==> src/rtl/mem_arbiter_pkg.sv <==
// Shared types and default geometry for the icache/dcache memory arbiter.
package mem_arbiter_pkg;

    localparam int DEF_BEAT_W = 64;
    localparam int DEF_BEATS  = 4;
    localparam int DEF_LINE_W = DEF_BEAT_W * DEF_BEATS;

    typedef enum logic [2:0] {
        IDLE = 3'd0,
        I_RD = 3'd1,
        D_RD = 3'd2,
        D_WR = 3'd3,
        DONE = 3'd4
    } arb_state_t;

    // Bursts always start on a 32-byte line boundary.
    function automatic logic [31:0] line_base(input logic [31:0] addr);
        return {addr[31:5], 5'b0};
    endfunction

endpackage

==> src/rtl/line_buffer.sv <==
// Line register shared by all bursts: assembles read beats into a line and
// serialises a latched writeback line one beat at a time.
module line_buffer
    import mem_arbiter_pkg::*;
#(
    parameter int BEAT_W = DEF_BEAT_W,
    parameter int BEATS  = DEF_BEATS,
    parameter int CNT_W  = 2
) (
    input  logic                      clk,
    input  logic                      rst,
    input  logic                      load,
    input  logic [BEAT_W*BEATS-1:0]   load_line,
    input  logic                      capture,
    input  logic [CNT_W-1:0]          slot,
    input  logic [BEAT_W-1:0]         beat_in,
    output logic [BEAT_W*BEATS-1:0]   line_merged,
    output logic [BEAT_W-1:0]         beat_out
);

    logic [BEAT_W*BEATS-1:0] line_q;

    // line_merged is the line as it will look once the current beat lands,
    // so the final beat can be forwarded in the same cycle it arrives.
    always_comb begin
        line_merged = line_q;
        beat_out    = '0;
        for (int k = 0; k < BEATS; k++) begin
            if (slot == CNT_W'(k)) begin
                line_merged[k*BEAT_W +: BEAT_W] = beat_in;
                beat_out                        = line_q[k*BEAT_W +: BEAT_W];
            end
        end
    end

    always_ff @(posedge clk or negedge rst) begin
        if (!rst) begin
            line_q <= '0;
        end else if (load) begin
            line_q <= load_line;
        end else if (capture) begin
            line_q <= line_merged;
        end
    end

endmodule

==> src/rtl/mem_arbiter.sv <==
// Arbitrates icache fills and dcache fills/writebacks onto one burst memory
// port; dcache wins over icache and a dcache writeback wins over its fill.
module mem_arbiter
    import mem_arbiter_pkg::*;
#(
    parameter int BEAT_W = DEF_BEAT_W,
    parameter int BEATS  = DEF_BEATS
) (
    input  logic                      clk,
    input  logic                      rst,
    input  logic                      i_read,
    input  logic [31:0]               i_address,
    output logic [BEAT_W*BEATS-1:0]   i_rdata,
    output logic                      i_resp,
    input  logic                      d_read,
    input  logic                      d_write,
    input  logic [31:0]               d_address,
    input  logic [BEAT_W*BEATS-1:0]   d_wdata,
    output logic [BEAT_W*BEATS-1:0]   d_rdata,
    output logic                      d_resp,
    output logic                      mem_read,
    output logic                      mem_write,
    output logic [31:0]               mem_address,
    output logic [BEAT_W-1:0]         mem_wdata,
    input  logic [BEAT_W-1:0]         mem_rdata,
    input  logic                      mem_resp,
    output logic [2:0]                dbg_state
);

    localparam int LINE_W = BEAT_W * BEATS;
    localparam int CNT_W  = (BEATS > 1) ? $clog2(BEATS) : 1;
    localparam logic [CNT_W-1:0] LAST_BEAT = CNT_W'(BEATS - 1);

    // Handshake: requests are levels sampled only in IDLE; once granted, the
    // burst runs to completion regardless of the request. mem_read/mem_write
    // act as valid and hold until the last beat; each mem_resp acknowledges
    // exactly one beat, and gaps simply stall the beat counter.
    arb_state_t       state;
    logic [CNT_W-1:0] beat_cnt;
    logic [LINE_W-1:0] line_merged;
    logic             load;
    logic             capture;
    logic             in_burst;
    logic             last_beat;

    assign dbg_state = state;
    assign load      = (state == IDLE) && d_write;
    assign capture   = mem_resp && ((state == I_RD) || (state == D_RD));
    assign in_burst  = (state == I_RD) || (state == D_RD) || (state == D_WR);
    assign last_beat = in_burst && mem_resp && (beat_cnt == LAST_BEAT);

    line_buffer #(
        .BEAT_W (BEAT_W),
        .BEATS  (BEATS),
        .CNT_W  (CNT_W)
    ) u_line_buffer (
        .clk         (clk),
        .rst         (rst),
        .load        (load),
        .load_line   (d_wdata),
        .capture     (capture),
        .slot        (beat_cnt),
        .beat_in     (mem_rdata),
        .line_merged (line_merged),
        .beat_out    (mem_wdata)
    );

    always_ff @(posedge clk or negedge rst) begin
        if (!rst) begin
            state       <= IDLE;
            beat_cnt    <= '0;
            mem_read    <= 1'b0;
            mem_write   <= 1'b0;
            mem_address <= '0;
            i_resp      <= 1'b0;
            d_resp      <= 1'b0;
            i_rdata     <= '0;
            d_rdata     <= '0;
        end else begin
            i_resp <= 1'b0;
            d_resp <= 1'b0;
            case (state)
                IDLE: begin
                    beat_cnt <= '0;
                    if (d_write) begin
                        state       <= D_WR;
                        mem_write   <= 1'b1;
                        mem_address <= line_base(d_address);
                    end else if (d_read) begin
                        state       <= D_RD;
                        mem_read    <= 1'b1;
                        mem_address <= line_base(d_address);
                    end else if (i_read) begin
                        state       <= I_RD;
                        mem_read    <= 1'b1;
                        mem_address <= line_base(i_address);
                    end
                end
                I_RD, D_RD, D_WR: begin
                    if (last_beat) begin
                        state     <= DONE;
                        beat_cnt  <= '0;
                        mem_read  <= 1'b0;
                        mem_write <= 1'b0;
                        if (state == I_RD) begin
                            i_resp  <= 1'b1;
                            i_rdata <= line_merged;
                        end else begin
                            d_resp <= 1'b1;
                            if (state == D_RD) begin
                                d_rdata <= line_merged;
                            end
                        end
                    end else if (mem_resp) begin
                        beat_cnt <= beat_cnt + 1'b1;
                    end
                end
                DONE: begin
                    state <= IDLE;
                end
                default: begin
                    state <= IDLE;
                end
            endcase
        end
    end

endmodule

==> config.mk <==
export PLATFORM = sky130hd
export DESIGN_NAME = mem_arbiter
export DESIGN_NICKNAME = d
export VERILOG_FILES = /design/src/rtl/mem_arbiter_pkg.sv /design/src/rtl/line_buffer.sv /design/src/rtl/mem_arbiter.sv
export SDC_FILE = /design/constraint.sdc
export NUM_CORES = 1
export LEC_CHECK = 0
export CELL_PAD_IN_SITES_DETAIL_PLACEMENT = 1
export CELL_PAD_IN_SITES_GLOBAL_PLACEMENT = 1
export CORE_AREA = 8 8 380 382
export CTS_CLUSTER_DIAMETER = 30
export CTS_CLUSTER_SIZE = 24
export DETAILED_ROUTE_END_ITERATION = 10
export DIE_AREA = 0 0 388 390
export PLACE_DENSITY = 0.72
export SLEW_MARGIN = 10
export SYNTH_ARGS = -nofsm -noshare
export SYNTH_HDL_FRONTEND = slang
export SYNTH_HIERARCHICAL = 1
export SYNTH_SLANG_ARGS = --single-unit
==> constraint.sdc <==
create_clock -name clk -period 5.6 [get_ports clk]
set_input_delay 1.12 -clock clk [delete_from_list [all_inputs] [get_ports clk]]
set_output_delay 1.12 -clock clk [all_outputs]
set_load 0.01 [all_outputs]
Word-level counts from Yosys, hierarchy flattened
Cells that the tools add are included.
Widths: inputs -> output; s select.
{"block": "totals", "word_cells": 77, "output_inout_bits": 615, "ff_bits": 809, "in_bits": 390}
{"block": "op_classes", "add_sub_neg": 1, "eq_ne": 12, "bitwise": 1, "mux": 34, "n_reduce_logical": 19}
{"op": "$mux 256", "count": 2}
{"op": "$mux 64", "count": 8}
{"op": "$mux 32", "count": 3}
{"op": "$mux 3", "count": 4}
{"op": "$mux 1", "count": 11}
{"op": "$reduce_and 4->1", "count": 2}
{"op": "$eq 3x2->1 const B", "count": 2}
{"op": "$ne 2x2->1 const B", "count": 3}
{"op": "$ne 3x3->1 const B", "count": 2}
{"op": "$pmux 3 s2", "count": 1}
{"op": "$reduce_and 2->1", "count": 3}
{"op": "$reduce_and 3->1", "count": 2}
{"op": "$eq 2x2->1 const B", "count": 2}
{"op": "$logic_and 1x1->1", "count": 4}
{"op": "$mux 2", "count": 2}
{"op": "$ne 4x4->1 const B", "count": 1}
{"op": "$pmux 1 s2", "count": 2}
{"op": "$pmux 2 s2", "count": 1}
{"op": "$reduce_bool 2->1", "count": 2}
{"op": "$eq 3x1->1 const B", "count": 1}
{"op": "$logic_not 3->1", "count": 1}
{"op": "$reduce_bool 3->1", "count": 1}
{"op": "$reduce_or 3->1", "count": 1}
{"op": "$add 2x1->2 const B", "count": 1}
{"op": "4 further kinds", "count": 5}

Depth between registers and ports, before layout
{"block": "depth", "ltp_word": 7, "depth_mapped": 8, "ltp_nobuf": 5}

Cells and area by module
Netlist, hierarchy kept.
{"mod": "mem_arbiter", "cells_each": 1216, "area_per_inst_um2": 20890.0, "n_inst": 1}
{"mod": "line_buffer", "cells_each": 1766, "area_per_inst_um2": 16957.5, "n_inst": 1}

Worst setup path after synthesis
OpenSTA, ideal clock, no wires.
{"block": "synth_timing", "kind": "reg2out", "startpoint": "register beat_cnt[1]", "endpoint": "output mem_wdata[15]", "stages_incl_launch_ff": 5, "path_buffers": 3, "required_time_ns": 4.480, "arrival_ns": 1.387, "path_slack_ns": 3.093, "cell_sequence": "dfrtp_1 buf_6 buf_12 buf_8 mux4_2"}
{"block": "synth_via", "elab_chain_len": 5}
{"item": "start, declared", "line_no": "mem_arbiter.sv:39", "source": "logic [CNT_W-1:0] beat_cnt;"}
{"item": "start signal, assigned", "line_no": "mem_arbiter.sv:115", "source": "beat_cnt <= beat_cnt + 1'b1;"}
{"item": "$logic_not 2->1", "line_no": "line_buffer.sv:29", "source": "if (slot == CNT_W'(k)) begin"}
{"item": "$mux 64 (3 in series)", "line_no": "line_buffer.sv:29"}
{"item": "$mux 64 (*)", "line_no": "line_buffer.sv:29"}
{"item": "end, declared", "line_no": "mem_arbiter.sv:24", "source": "output logic [BEAT_W-1:0] mem_wdata,"}
Mark *: on every way between the ends. The rest lies on a longest branch, timed or not.

Final worst setup path
{"block": "layout_timing", "startpoint": "register beat_cnt[1]", "endpoint": "output mem_wdata[36]"}
Same word-level chain as after synthesis.

==> results.json <==
{
  "leakage_nw": 24.6,
  "period_minus_slack_ns": 4.53,
  "start_util": 0.273,
  "clk_pin_slew_ns": 0.04,
  "ys_seq_elements": 804,
  "multi_input_area_mm2": 0.0162,
  "insertion_delay_ns": 0.85,
  "port_buffers": 989,
  "worst_pin_slew_ns": 1.27,
  "p_comb_frac": 0.393,
  "path_cells": "buf_4 -> mux4_2 -> clkdlybuf4s50_1",
  "fillers": 14600,
  "synthTopCellsByCount": "dfrtp_1 (804), mux2_2 (540), a21oi_1 (513)",
  "p_clk_frac": 0.336,
  "pre_cts_ws_ns": 1.68,
  "place_inst": 5621,
  "cts_num_sinks": 804,
  "max_freq_mhz": 221,
  "finClkSkew_ns": 0.100,
  "cp_slowest_cell": "dfrtp_4",
  "vias_per_cell": 4.97,
  "synth_top_cell_area_share": 0.532,
  "die-area_mm2": 0.151,
  "setup_tns_ns": 0,
  "ys_seq_area_frac": 0.532,
  "finalSetupViolCount": 0,
  "area_growth_syn_to_layout_pct": 51.3,
  "seq_area_mm2": 0.0201,
  "finalHoldViolCount": 0,
  "grt_usage": 0.223,
  "grt_overflow": 0,
  "yosysMostFrequentCell": "dfrtp_1",
  "holdBufCountCts": 0,
  "switching_share": 0.349,
  "rows": 137,
  "seqPwrFrac": 0.271,
  "drcViolationCount": 0,
  "fin_cells": 6059,
  "numCtsBuffers": 214,
  "switchingPower_mw": 13.8,
  "drive_gt1_frac": 0.251,
  "synth_async_sr_flop_share": 1.00,
  "grt_pass1_wl_um": 249000,
  "fin_crit_sh": 0.809,
  "synth_area_mm2": 0.0378,
  "clockBufferDepth": 3,
  "ir_drop_mv": 0.329,
  "cp-start-kind": "flip-flop",
  "slowest_delay_ns": 0.87,
  "setup_slack_ns": 1.07,
  "relSlewSlack": 0.150,
  "layout.nets": 4421,
  "arrival_ns": 3.41,
  "p_per_area_mw_per_mm2": 690,
  "rsz0062_at_grt": "no",
  "cts_tree": "built",
  "synthCells": 2982,
  "firstDrtPassIters": 5,
  "cp-end-kind": "output pin",
  "ys.flop_type": "dfrtp_1",
  "status": "completed",
  "ys_types": 40,
  "root_buffer": "clkbuf_16",
  "ys_warn_count": 6,
  "ant_nets": 0,
  "final_core_util": 0.413,
  "synth_area_leaders": "dfrtp_1 (53%), mux2_2 (16%), mux2_1 (8.4%)",
  "yosysTopAreaCell": "dfrtp_1",
  "routedWlPerCell_um": 28.9,
  "avgSynthCellArea_um2": 12.7,
  "h-tree-depth": 4,
  "ios": 1005,
  "drv_slew": 0,
  "cts_setup_buffers": 0,
  "routed_wl_um": 175000,
  "vias": 30100,
  "grt_pass1_vias": 33400,
  "finalPower_mw": 39.5,
  "synth-edff-count": 0,
  "cts_resized": 0,
  "die_h_um": 390,
  "critical_path_buf_inv_count": 2,
  "grt_max_degree": 138,
  "critical_path_required_ns": 4.48,
  "die_w_um": 388,
  "drt_iter0_markers": 1919,
  "p_int_mw": 25.7,
  "antenna_found_initial": 61,
  "place_congestion": 0.847,
  "crit_family": "buffers and inverters",
  "cap_violations": 0,
  "core_mm2": 0.139,
  "hpwl_um": 123000,
  "hold_class": "in2async",
  "cp_max_fo": 30,
  "crit_type": "reg2out"
}
## kinds of logic (layout without fill, tap and decap cells)
group / after synthesis / count (layout) / share of synthesized area
compound gates: 523 / 523 / 0.0698
xor+xnor: 1 / 1 / 0.000231
fa+ha+maj: 1 / 1 / 0.000331
buf+inv: 226 / 1452 / 0.0418
flops: 804 / 804 / 0.532
mux: 886 / 886 / 0.283
other cells: 1 / 45 / 0.0000991
simple gates: 540 / 540 / 0.0735
## power by group through the flow
stage	Clock [mW]	Combinational (mW)	Sequential, mW
3_3_place_gp	0	15.2	10.5
5_1_grt	13.7	16.4	11.0
2_1_floorplan	0	6.65	10.7
3_5_place_dp	0	15.5	10.7
6_report	13.3	15.5	10.7
4_1_cts	13.4	15.7	10.7
## flip-flops by register name, indices dropped and copies added, names as in the netlist
name and count:
i_resp 1, d_resp 1, d_rdata 256, beat_cnt 2, i_rdata 256, mem_address 27, mem_write 1, mem_read 1
u_line_buffer/line_q 256, dbg_state 3
## placed cells by master, fill, tap and decap left out, drive strengths merged, types with 37 or more instances in the layout
cell           instances
clkbuf               280
buf                   63
bufinv                37
clkdlybuf4s50        988
mux4                  64
nor2b                258
diode                 40
dfrtp                804
nand2                260
clkinv                47
mux2                 822
a21oi                513
## worst paths after layout
path / start / endpoint / slack [ns] / depth (start not counted)
setup / recovery: beat_cnt[1] / mem_wdata[36] / 1.07 / 3
hold / removal: rst / mem_address[25] / 0.37 / 1
setup reg to reg: beat_cnt[1] / d_rdata[162] / 1.72 / 7
hold reg to reg: i_rdata[225] / i_rdata[225] / 0.48 / 1
max in group asynchronous: rst / d_rdata[117] / 4.04 / 2
min in group clk: i_rdata[225] / i_rdata[225] / 0.48 / 1
## metrics by stage
step / hold WS [ns] / cell area, um2
2_1_floorplan: 0.503 / 37900
3_3_place_gp: 0.468 / 49300
3_5_place_dp: 0.474 / 49300
4_1_cts: 0.330 / 57200
5_1_grt: 0.387 / 57200
6_report: 0.373 / 57300
## layer usage
layer	wire (um)	track usage	part of all wire	vias up
met4	7410	0.106	0.042	30
met2	85200	0.366	0.49	1312
met1	67300	0.260	0.38	15700
li1	-	-	-	12800
met3	14800	0.0782	0.085	336
met5	210	0	0.0012	-
## cell type report
type	instances	area share
clock buffers	280	0.105
flip-flops and latches	804	0.352
multi-input cells	1956	0.283
inverters	3	0.000197
clock inverters	118	0.0326
well taps	1807	0.0395
diodes	40	0.00175
repair buffers	1051	0.186
No activity file was read; power rests on OpenSTA's default activity.
